<file path="config.mk">
export PLATFORM = sky130hd
export DESIGN_NAME = m_pipeline_hazard_ctrl
export DESIGN_NICKNAME = d
export VERILOG_FILES = /design/src/rtl/m_hazard_pkg.sv /design/src/rtl/m_lsu_outst_counter.sv /design/src/rtl/m_pipeline_hazard_ctrl.sv
export SDC_FILE = /design/constraint.sdc
export NUM_CORES = 1
export LEC_CHECK = 0
export CAP_MARGIN = 20
export CORE_AREA = 2 2 39 41
export CTS_BUF_LIST = sky130_fd_sc_hd__clkbuf_16
export DETAILED_ROUTE_END_ITERATION = 12
export DIE_AREA = 0 0 41 43
export DONT_BUFFER_PORTS = 1
export SETUP_SLACK_MARGIN = 0.02
export SLEW_MARGIN = 15
export SYNTH_ARGS = -nofsm -noshare
export SYNTH_HDL_FRONTEND = slang
export SYNTH_HIERARCHICAL = 1
export SYNTH_SLANG_ARGS = --single-unit
</file>
<file path="constraint.sdc">
create_clock -name clk -period 1.3 [get_ports clk]
set_input_delay 0.13 -clock clk [delete_from_list [all_inputs] [get_ports clk]]
set_output_delay 0.13 -clock clk [all_outputs]
set_load 0.05 [all_outputs]
</file>
<file path="src/rtl/m_hazard_pkg.sv">
// Shared pipeline-control types: WFI sleep states and RV opcode constants
// used by the hazard controller, decoder and CSR unit.
package m_hazard_pkg;

  typedef enum logic [1:0] {
    RUN   = 2'd0,
    DRAIN = 2'd1,
    SLEEP = 2'd2
  } wfi_state_e;

  localparam logic [6:0] OPC_LOAD    = 7'b0000011;
  localparam logic [6:0] OPC_LOAD_FP = 7'b0000111;
  localparam logic [6:0] OPC_STORE   = 7'b0100011;
  localparam logic [6:0] OPC_MADD    = 7'b1000011;
  localparam logic [6:0] OPC_BRANCH  = 7'b1100011;
  localparam logic [6:0] OPC_JALR    = 7'b1100111;
  localparam logic [6:0] OPC_JAL     = 7'b1101111;
  localparam logic [6:0] OPC_SYSTEM  = 7'b1110011;

  // Opcodes whose load data arrives late enough to create a load-use hazard.
  function automatic logic is_load_opc(input logic [6:0] opc);
    return (opc == OPC_LOAD) || (opc == OPC_LOAD_FP);
  endfunction

endpackage

</file>
<file path="src/rtl/m_lsu_outst_counter.sv">
// Tracks in-flight LSU requests; a full counter still accepts a request
// when an acknowledge frees a slot in the same cycle.
module m_lsu_outst_counter
  import m_hazard_pkg::*;
#(
  parameter  int MAX = 1,
  localparam int CW  = $clog2(MAX + 1)
) (
  input  logic          clk,
  input  logic          rst,
  input  logic          req_i,
  input  logic          ack_i,
  output logic [CW-1:0] cnt_o,
  output logic [CW-1:0] cnt_nxt_o,
  output logic          accept_o
);

  localparam logic [CW-1:0] MAX_C = CW'(MAX);

  logic [CW-1:0] cnt_q;
  logic [CW-1:0] cnt_d;

  // An ack with nothing outstanding is dropped rather than wrapping the count.
  always_comb begin
    accept_o = req_i & ((cnt_q < MAX_C) | ack_i);
    cnt_d    = cnt_q;
    if (accept_o & ~ack_i) begin
      cnt_d = cnt_q + CW'(1);
    end else if (~accept_o & ack_i & (cnt_q != '0)) begin
      cnt_d = cnt_q - CW'(1);
    end
  end

  always_ff @(posedge clk) begin
    if (rst) begin
      cnt_q <= '0;
    end else begin
      cnt_q <= cnt_d;
    end
  end

  assign cnt_o     = cnt_q;
  assign cnt_nxt_o = cnt_d;

endmodule

</file>
<file path="src/rtl/m_pipeline_hazard_ctrl.sv">
// Stall/flush controller for the 5-stage pipeline: load-use detection, LSU
// back-pressure, WFI sleep sequencing and redirect arbitration.
module m_pipeline_hazard_ctrl
  import m_hazard_pkg::*;
#(
  parameter  int RA_W          = 5,
  parameter  int NUM_RS        = 2,
  parameter  int LD_USE_LAT    = 1,
  parameter  int LSU_MAX_OUTST = 1,
  localparam int CW            = $clog2(LSU_MAX_OUTST + 1)
) (
  input  logic                   clk,
  input  logic                   rst,
  input  logic [NUM_RS*RA_W-1:0] id_rs_i,
  input  logic [NUM_RS-1:0]      id_rs_vld_i,
  input  logic [RA_W-1:0]        ex_rd_i,
  input  logic                   ex_memread_i,
  input  logic [RA_W-1:0]        mem_rd_i,
  input  logic                   mem_memread_i,
  input  logic                   exe_pc_req_i,
  input  logic                   csr_pc_req_i,
  input  logic                   wfi_req_i,
  input  logic                   irq_pending_i,
  input  logic                   lsu_req_i,
  input  logic                   lsu_ack_i,
  output logic                   pc_we_o,
  output logic                   if_id_we_o,
  output logic                   id_ex_we_o,
  output logic                   ex_mem_we_o,
  output logic                   if_id_flush_o,
  output logic                   id_ex_flush_o,
  output logic                   ex_mem_flush_o,
  output logic                   exe_pc_req_o,
  output logic                   csr_pc_req_o,
  output logic                   wfi_sleep_o,
  output logic [CW-1:0]          lsu_outst_o
);

  wfi_state_e    state_q;
  wfi_state_e    state_d;
  logic [CW-1:0] lsu_cnt;
  logic [CW-1:0] lsu_cnt_nxt;
  logic          lsu_accept;
  logic          lsu_stall;
  logic          ld_use;

  m_lsu_outst_counter #(
    .MAX (LSU_MAX_OUTST)
  ) u_lsu_outst_counter (
    .clk       (clk),
    .rst       (rst),
    .req_i     (lsu_req_i),
    .ack_i     (lsu_ack_i),
    .cnt_o     (lsu_cnt),
    .cnt_nxt_o (lsu_cnt_nxt),
    .accept_o  (lsu_accept)
  );

  assign lsu_stall   = lsu_req_i & ~lsu_accept;
  assign lsu_outst_o = lsu_cnt;

  // x0 reads are hardwired zero, so a load targeting x0 never blocks a consumer.
  always_comb begin
    ld_use = 1'b0;
    for (int k = 0; k < NUM_RS; k++) begin
      if (id_rs_vld_i[k] && (id_rs_i[k*RA_W +: RA_W] != '0)) begin
        if ((ex_memread_i && (ex_rd_i == id_rs_i[k*RA_W +: RA_W])) ||
            ((LD_USE_LAT == 2) && mem_memread_i && (mem_rd_i == id_rs_i[k*RA_W +: RA_W]))) begin
          ld_use = 1'b1;
        end
      end
    end
  end

  // DRAIN waits on the post-update count so the final ack moves straight to SLEEP.
  always_comb begin
    state_d = state_q;
    unique case (state_q)
      RUN:     if (wfi_req_i) state_d = (lsu_cnt == '0) ? SLEEP : DRAIN;
      DRAIN:   if (lsu_cnt_nxt == '0) state_d = SLEEP;
      SLEEP:   if (irq_pending_i) state_d = RUN;
      default: state_d = RUN;
    endcase
    if (csr_pc_req_i) begin
      state_d = RUN;
    end
  end

  always_ff @(posedge clk) begin
    if (rst) begin
      state_q <= RUN;
    end else begin
      state_q <= state_d;
    end
  end

  always_comb begin
    pc_we_o        = 1'b1;
    if_id_we_o     = 1'b1;
    id_ex_we_o     = 1'b1;
    ex_mem_we_o    = 1'b1;
    if_id_flush_o  = 1'b0;
    id_ex_flush_o  = 1'b0;
    ex_mem_flush_o = 1'b0;
    exe_pc_req_o   = 1'b0;
    csr_pc_req_o   = 1'b0;
    if (rst) begin
      pc_we_o        = 1'b0;
      if_id_we_o     = 1'b0;
      id_ex_we_o     = 1'b0;
      ex_mem_we_o    = 1'b0;
      if_id_flush_o  = 1'b1;
      id_ex_flush_o  = 1'b1;
      ex_mem_flush_o = 1'b1;
    end else if (csr_pc_req_i) begin
      csr_pc_req_o   = 1'b1;
      if_id_flush_o  = 1'b1;
      id_ex_flush_o  = 1'b1;
      ex_mem_flush_o = 1'b1;
    end else if (lsu_stall) begin
      // Freeze everything; a pending EX redirect is re-presented next cycle.
      pc_we_o     = 1'b0;
      if_id_we_o  = 1'b0;
      id_ex_we_o  = 1'b0;
      ex_mem_we_o = 1'b0;
    end else if ((state_q != RUN) || wfi_req_i) begin
      pc_we_o       = 1'b0;
      if_id_we_o    = 1'b0;
      id_ex_flush_o = 1'b1;
    end else if (exe_pc_req_i) begin
      exe_pc_req_o  = 1'b1;
      if_id_flush_o = 1'b1;
      id_ex_flush_o = 1'b1;
    end else if (ld_use) begin
      pc_we_o       = 1'b0;
      if_id_we_o    = 1'b0;
      id_ex_flush_o = 1'b1;
    end
  end

  assign wfi_sleep_o = ~rst & (state_q == SLEEP);

endmodule

</file>
After elaboration in Yosys (flattened, before gate mapping). Index checks and enable logic that the tools add are counted.

Output and inout port bits: 11. Register bits after elaboration: 3. Logic and storage cells: 69.

Bitwise operators: 10. $add $sub $neg: 2. Reductions and logical operators: 11. Multiplexer cells: 36. Order comparisons: 1. Equality and inequality tests: 7.

Operators with widths (number): two-way mux 1 bit (31); equality test 5 bit (2); nonzero test 5 bit (2); two-way mux 2 bit (4); AND 1 bit (6); != test 2 bit, second input constant (3); one-hot mux 2 bit (3 select lines) (1); logical AND 1 bit (4); inverter 1 bit (3); AND reduction 3 bit (1); equality test 2 x 1 -> 1 bit, second input constant (1); equality test 2 bit, second input constant (1); logical NOT 2 bit (1); nonzero test 2 bit (1); OR reduction 2 bit (1); adder 1 bit, second input constant (1); logical OR 1 bit (1); < comparator 1 bit, second input constant (1); OR 1 bit (1); subtractor 1 bit, second input constant (1).

Depth between registers and ports, before layout.
Depth in word-level cells: 12. Mapped depth: 7. Gate-level depth less buffers: 6.

Cells and area by module. Netlist, hierarchy kept.

By module, submodules not included: m_pipeline_hazard_ctrl (cells an instance 53, sequential area each 40.0 µm², instances 1, area an instance 331.6 µm²); m_lsu_outst_counter (cells an instance 8, sequential area each 20.0 µm², instances 1, area an instance 68.8 µm²).

Worst setup path after synthesis. OpenSTA, ideal clock, no wires.

Kind: register to output. Start: reg u_lsu_outst_counter.cnt_q (netlist: u_lsu_outst_counter/cnt_o). End: out pc_we_o. Arrival: 2.595 ns. Slack: -1.425 ns. Cell stages (with the launch flop): 8. Required time: 1.170 ns. Path buffers: 1. Path through: dfxtp_1 > inv_1 > o21a_1 > nor2b_1 > nor2_1 > nor2_1 > a211oi_1 > buf_4.

Longest elaborated chain between the ends: 8.

Ends and longest elaborated chain: from (decl) (RTL line m_lsu_outst_counter.sv:20) `logic [CW-1:0] cnt_q;`; from (signal assigned) (RTL line m_lsu_outst_counter.sv:38) `cnt_q <= cnt_d;`; < comparator 1 bit (RTL line m_lsu_outst_counter.sv:25) `accept_o = req_i & ((cnt_q < MAX_C) | ack_i);`; OR 1 bit (RTL line m_lsu_outst_counter.sv:25); AND 1 bit (RTL line m_lsu_outst_counter.sv:25); via lsu_accept (RTL line m_pipeline_hazard_ctrl.sv:43) `logic lsu_accept;`; inverter 1 bit (RTL line m_pipeline_hazard_ctrl.sv:59) `assign lsu_stall = lsu_req_i & ~lsu_accept;`; AND 1 bit (RTL line m_pipeline_hazard_ctrl.sv:59); two-way mux 1 bit (3 in series); to (decl) (RTL line m_pipeline_hazard_ctrl.sv:26) `output logic pc_we_o,`.

The timed path passes the listed nets, and every way through them passes these cells.

Final worst setup path.
Start: reg state_q[1]. End: out pc_we_o.

Longest elaborated chain between the ends: 6.

Ends and longest elaborated chain: from (decl) (RTL line m_pipeline_hazard_ctrl.sv:39) `wfi_state_e state_q;`; from (signal assigned) (RTL line m_pipeline_hazard_ctrl.sv:93) `state_q <= state_d;`; nonzero test 2 bit (RTL line m_pipeline_hazard_ctrl.sv:126) `end else if ((state_q != RUN) || wfi_req_i) begin`; logical OR 1 bit (RTL line m_pipeline_hazard_ctrl.sv:126); two-way mux 1 bit (4 in series).

No other way between the ends.

==> results.cfg <==
[sta]
worst_pin_slew_ns = 0.297
timing.hold.ws_ns = 0.0110
slew-limit-headroom = 0.800
fin_skew_ns = 0.00268
setup_tns_ns = -1.48
final_hold_viol_count = 0
rsz0062_at_grt = true
setup_viol = 7
drv_slew = 0
finalCritPeriodShare = 1.22
max_freq_ghz = 0.630
setup_ws_ns = -0.287
period_needed_ns = 1.59

[yosys]
syn_area_um2 = 400
yosysTopAreaCell = dfxtp_1
synth-edff-count = 0
synth_xor_area_frac = 0.175
syn_inst = 61
synth-main-ff-cell = dfxtp_1
synth_mux_area_frac = 0
synthAdderAreaFrac = 0
syn-num-nets = 93
yosys.area_share.simple = 0.369
synth_warnings = 6
ys_async_sr_fraction = 0
ys_ff_latch = 3
synth_top_family_by_area = simple AND/OR/NAND/NOR gates
synth_area_per_cell_um2 = 6.56
synth_cell_type_count = 25
synth_compound_area_frac = 0.231
yosysTopAreaCellShare = 0.150
yosysSeqAreaShare = 0.150
yosys-top-cells-area = dfxtp_1, nor2_1, xnor2_1

[worst_setup_path]
start_kind = flip-flop
r2r_start = u_lsu_outst_counter/cnt_o
crit_start = state_q[1]
critPathArrivalTime_ns = 1.46
worstPathRequired_ns = 1.17
cp-end-kind = output pin
worstPathMaxFanout = 2
reg2reg_slack_ns = 0.22
crit_type = reg -> out

[route]
wl_per_cell_um = 12.8
viasPerCell = 5.19
num_vias = 472
drtIter0Drc = 0
drc = 0
routed_wl_um = 1170
dr.pass1.iters = 1
ant_nets = 0

[clock_network]
cts_root_buf = clkbuf_16
htreeDepth = 1
cts.path.max_buffers = 2
cts_tree = built
cts_buffers = 3
cts_sinks = 3
path_clk_slew_ns = 0.03
holdBufCountCts = 0
clock_latency_ns = 0.22

[place]
gp_congestion = 0.676
place_area_um2 = 593
dp.final_hpwl_um = 931
io_buffers = 0
dp_cells = 87
dpl_worst_slack_ns = -0.142

[final_layout]
synthToLayoutAreaGrowth_pct = 73.7
seq_area_um2 = 65.1
finish.utilization = 0.503
num_antenna_cells = 0
multi_input_area_um2 = 385
fin_cells = 91
final_common_cell = nor2_1
mostFrequentLayoutCells = nor2_1, buf_4
fillCellCount = 133
final_cell_area_um2 = 696
fin_nets = 108
drive_above_1_share = 0.413

[job]
drv_cap = 0

[power]
power_uw = 804
ir_drop_v = 0.000722
p_per_area_mw_per_mm2 = 1160
power.leakage_nw = 0.281

[grt]
grt_usage = 0.150
gr-total-overflow = 0
grt_pass1_wl_um = 1760
grt_max_degree = 8
antenna_found_initial = 0
grt_pass1_vias = 501

[floorplanning]
core-area_mm2 = 0.00138
io-pin-count = 43
start_util = 0.289
rows = 14
die_area_mm2 = 0.00176
die_h_um = 43
die_w_um = 41

[status]
status = finished with violations
violations = negative setup slack

[hold_path]
worstHoldStart = rst
hp-class = in -> reg
-- worst paths after layout --
path                               endpoint  cells after the start
setup reg to reg                 state_q[1]                      6
hold / removal    u_lsu_outst_counter/cnt_o                      1
setup / recovery                    pc_we_o                      5
hold reg to reg                  state_q[0]                      2
-- layout make-up --
class                      instances  share of cell area
clock buffer                       3               0.108
clock inverter                     1             0.00540
inverter                           4              0.0216
multi-input combinational         52               0.554
sequential                         3              0.0935
tap                               16              0.0288
timing repair buffer              12               0.189
-- cells in the mapped netlist, types with 2 or more instances --
cell / instances
a21oi_1: 5
nor4_1: 2
dfxtp_1: 3
nand2_1: 5
nor2b_1: 3
xor2_1: 4
nor2_1: 13
buf_4: 2
xnor2_1: 4
nor3_1: 2
inv_1: 4
-- logic make-up (layout without fill, tap and decap cells) --
family | count (synthesis) | after routing
and+or+nand+nor | 31 | 31
xor gates and xnor gates | 8 | 8
DFF | 3 | 3
AOI/OAI and AO/OA | 13 | 13
buffers and inverters | 6 | 20
-- worst max-delay path: stages, from the launching register on --
cell and delay [ns]:
dfxtp_2 0.30, or3_4 0.38, nor2_4 0.10, nor2_2 0.06, a211oi_4 0.19, buf_12 0.21
-- per-layer routing --
metal,wire length [µm],GRT usage
met5,0,0
met4,0,0.0600
met3,136,0.0838
met2,639,0.275
met1,392,0.118
-- state kept, by name, indices dropped and copies added (netlist names) --
name and count:
u_lsu_outst_counter/cnt_o 1, state_q 2
-- timing repair --
action | CTS | global route
setup endpoints to repair | 7 | 7
resized for setup | 6 | 0
pin swaps | 2 | 0
setup buffers | 0 | 0
-- power by group --
group / internal, mW / switching [mW]
sequential: 0.0969 / 0.00237
combinational: 0.0905 / 0.136
clock: 0.396 / 0.0827
total: 0.584 / 0.221
Power figures use the tool's default switching activity.
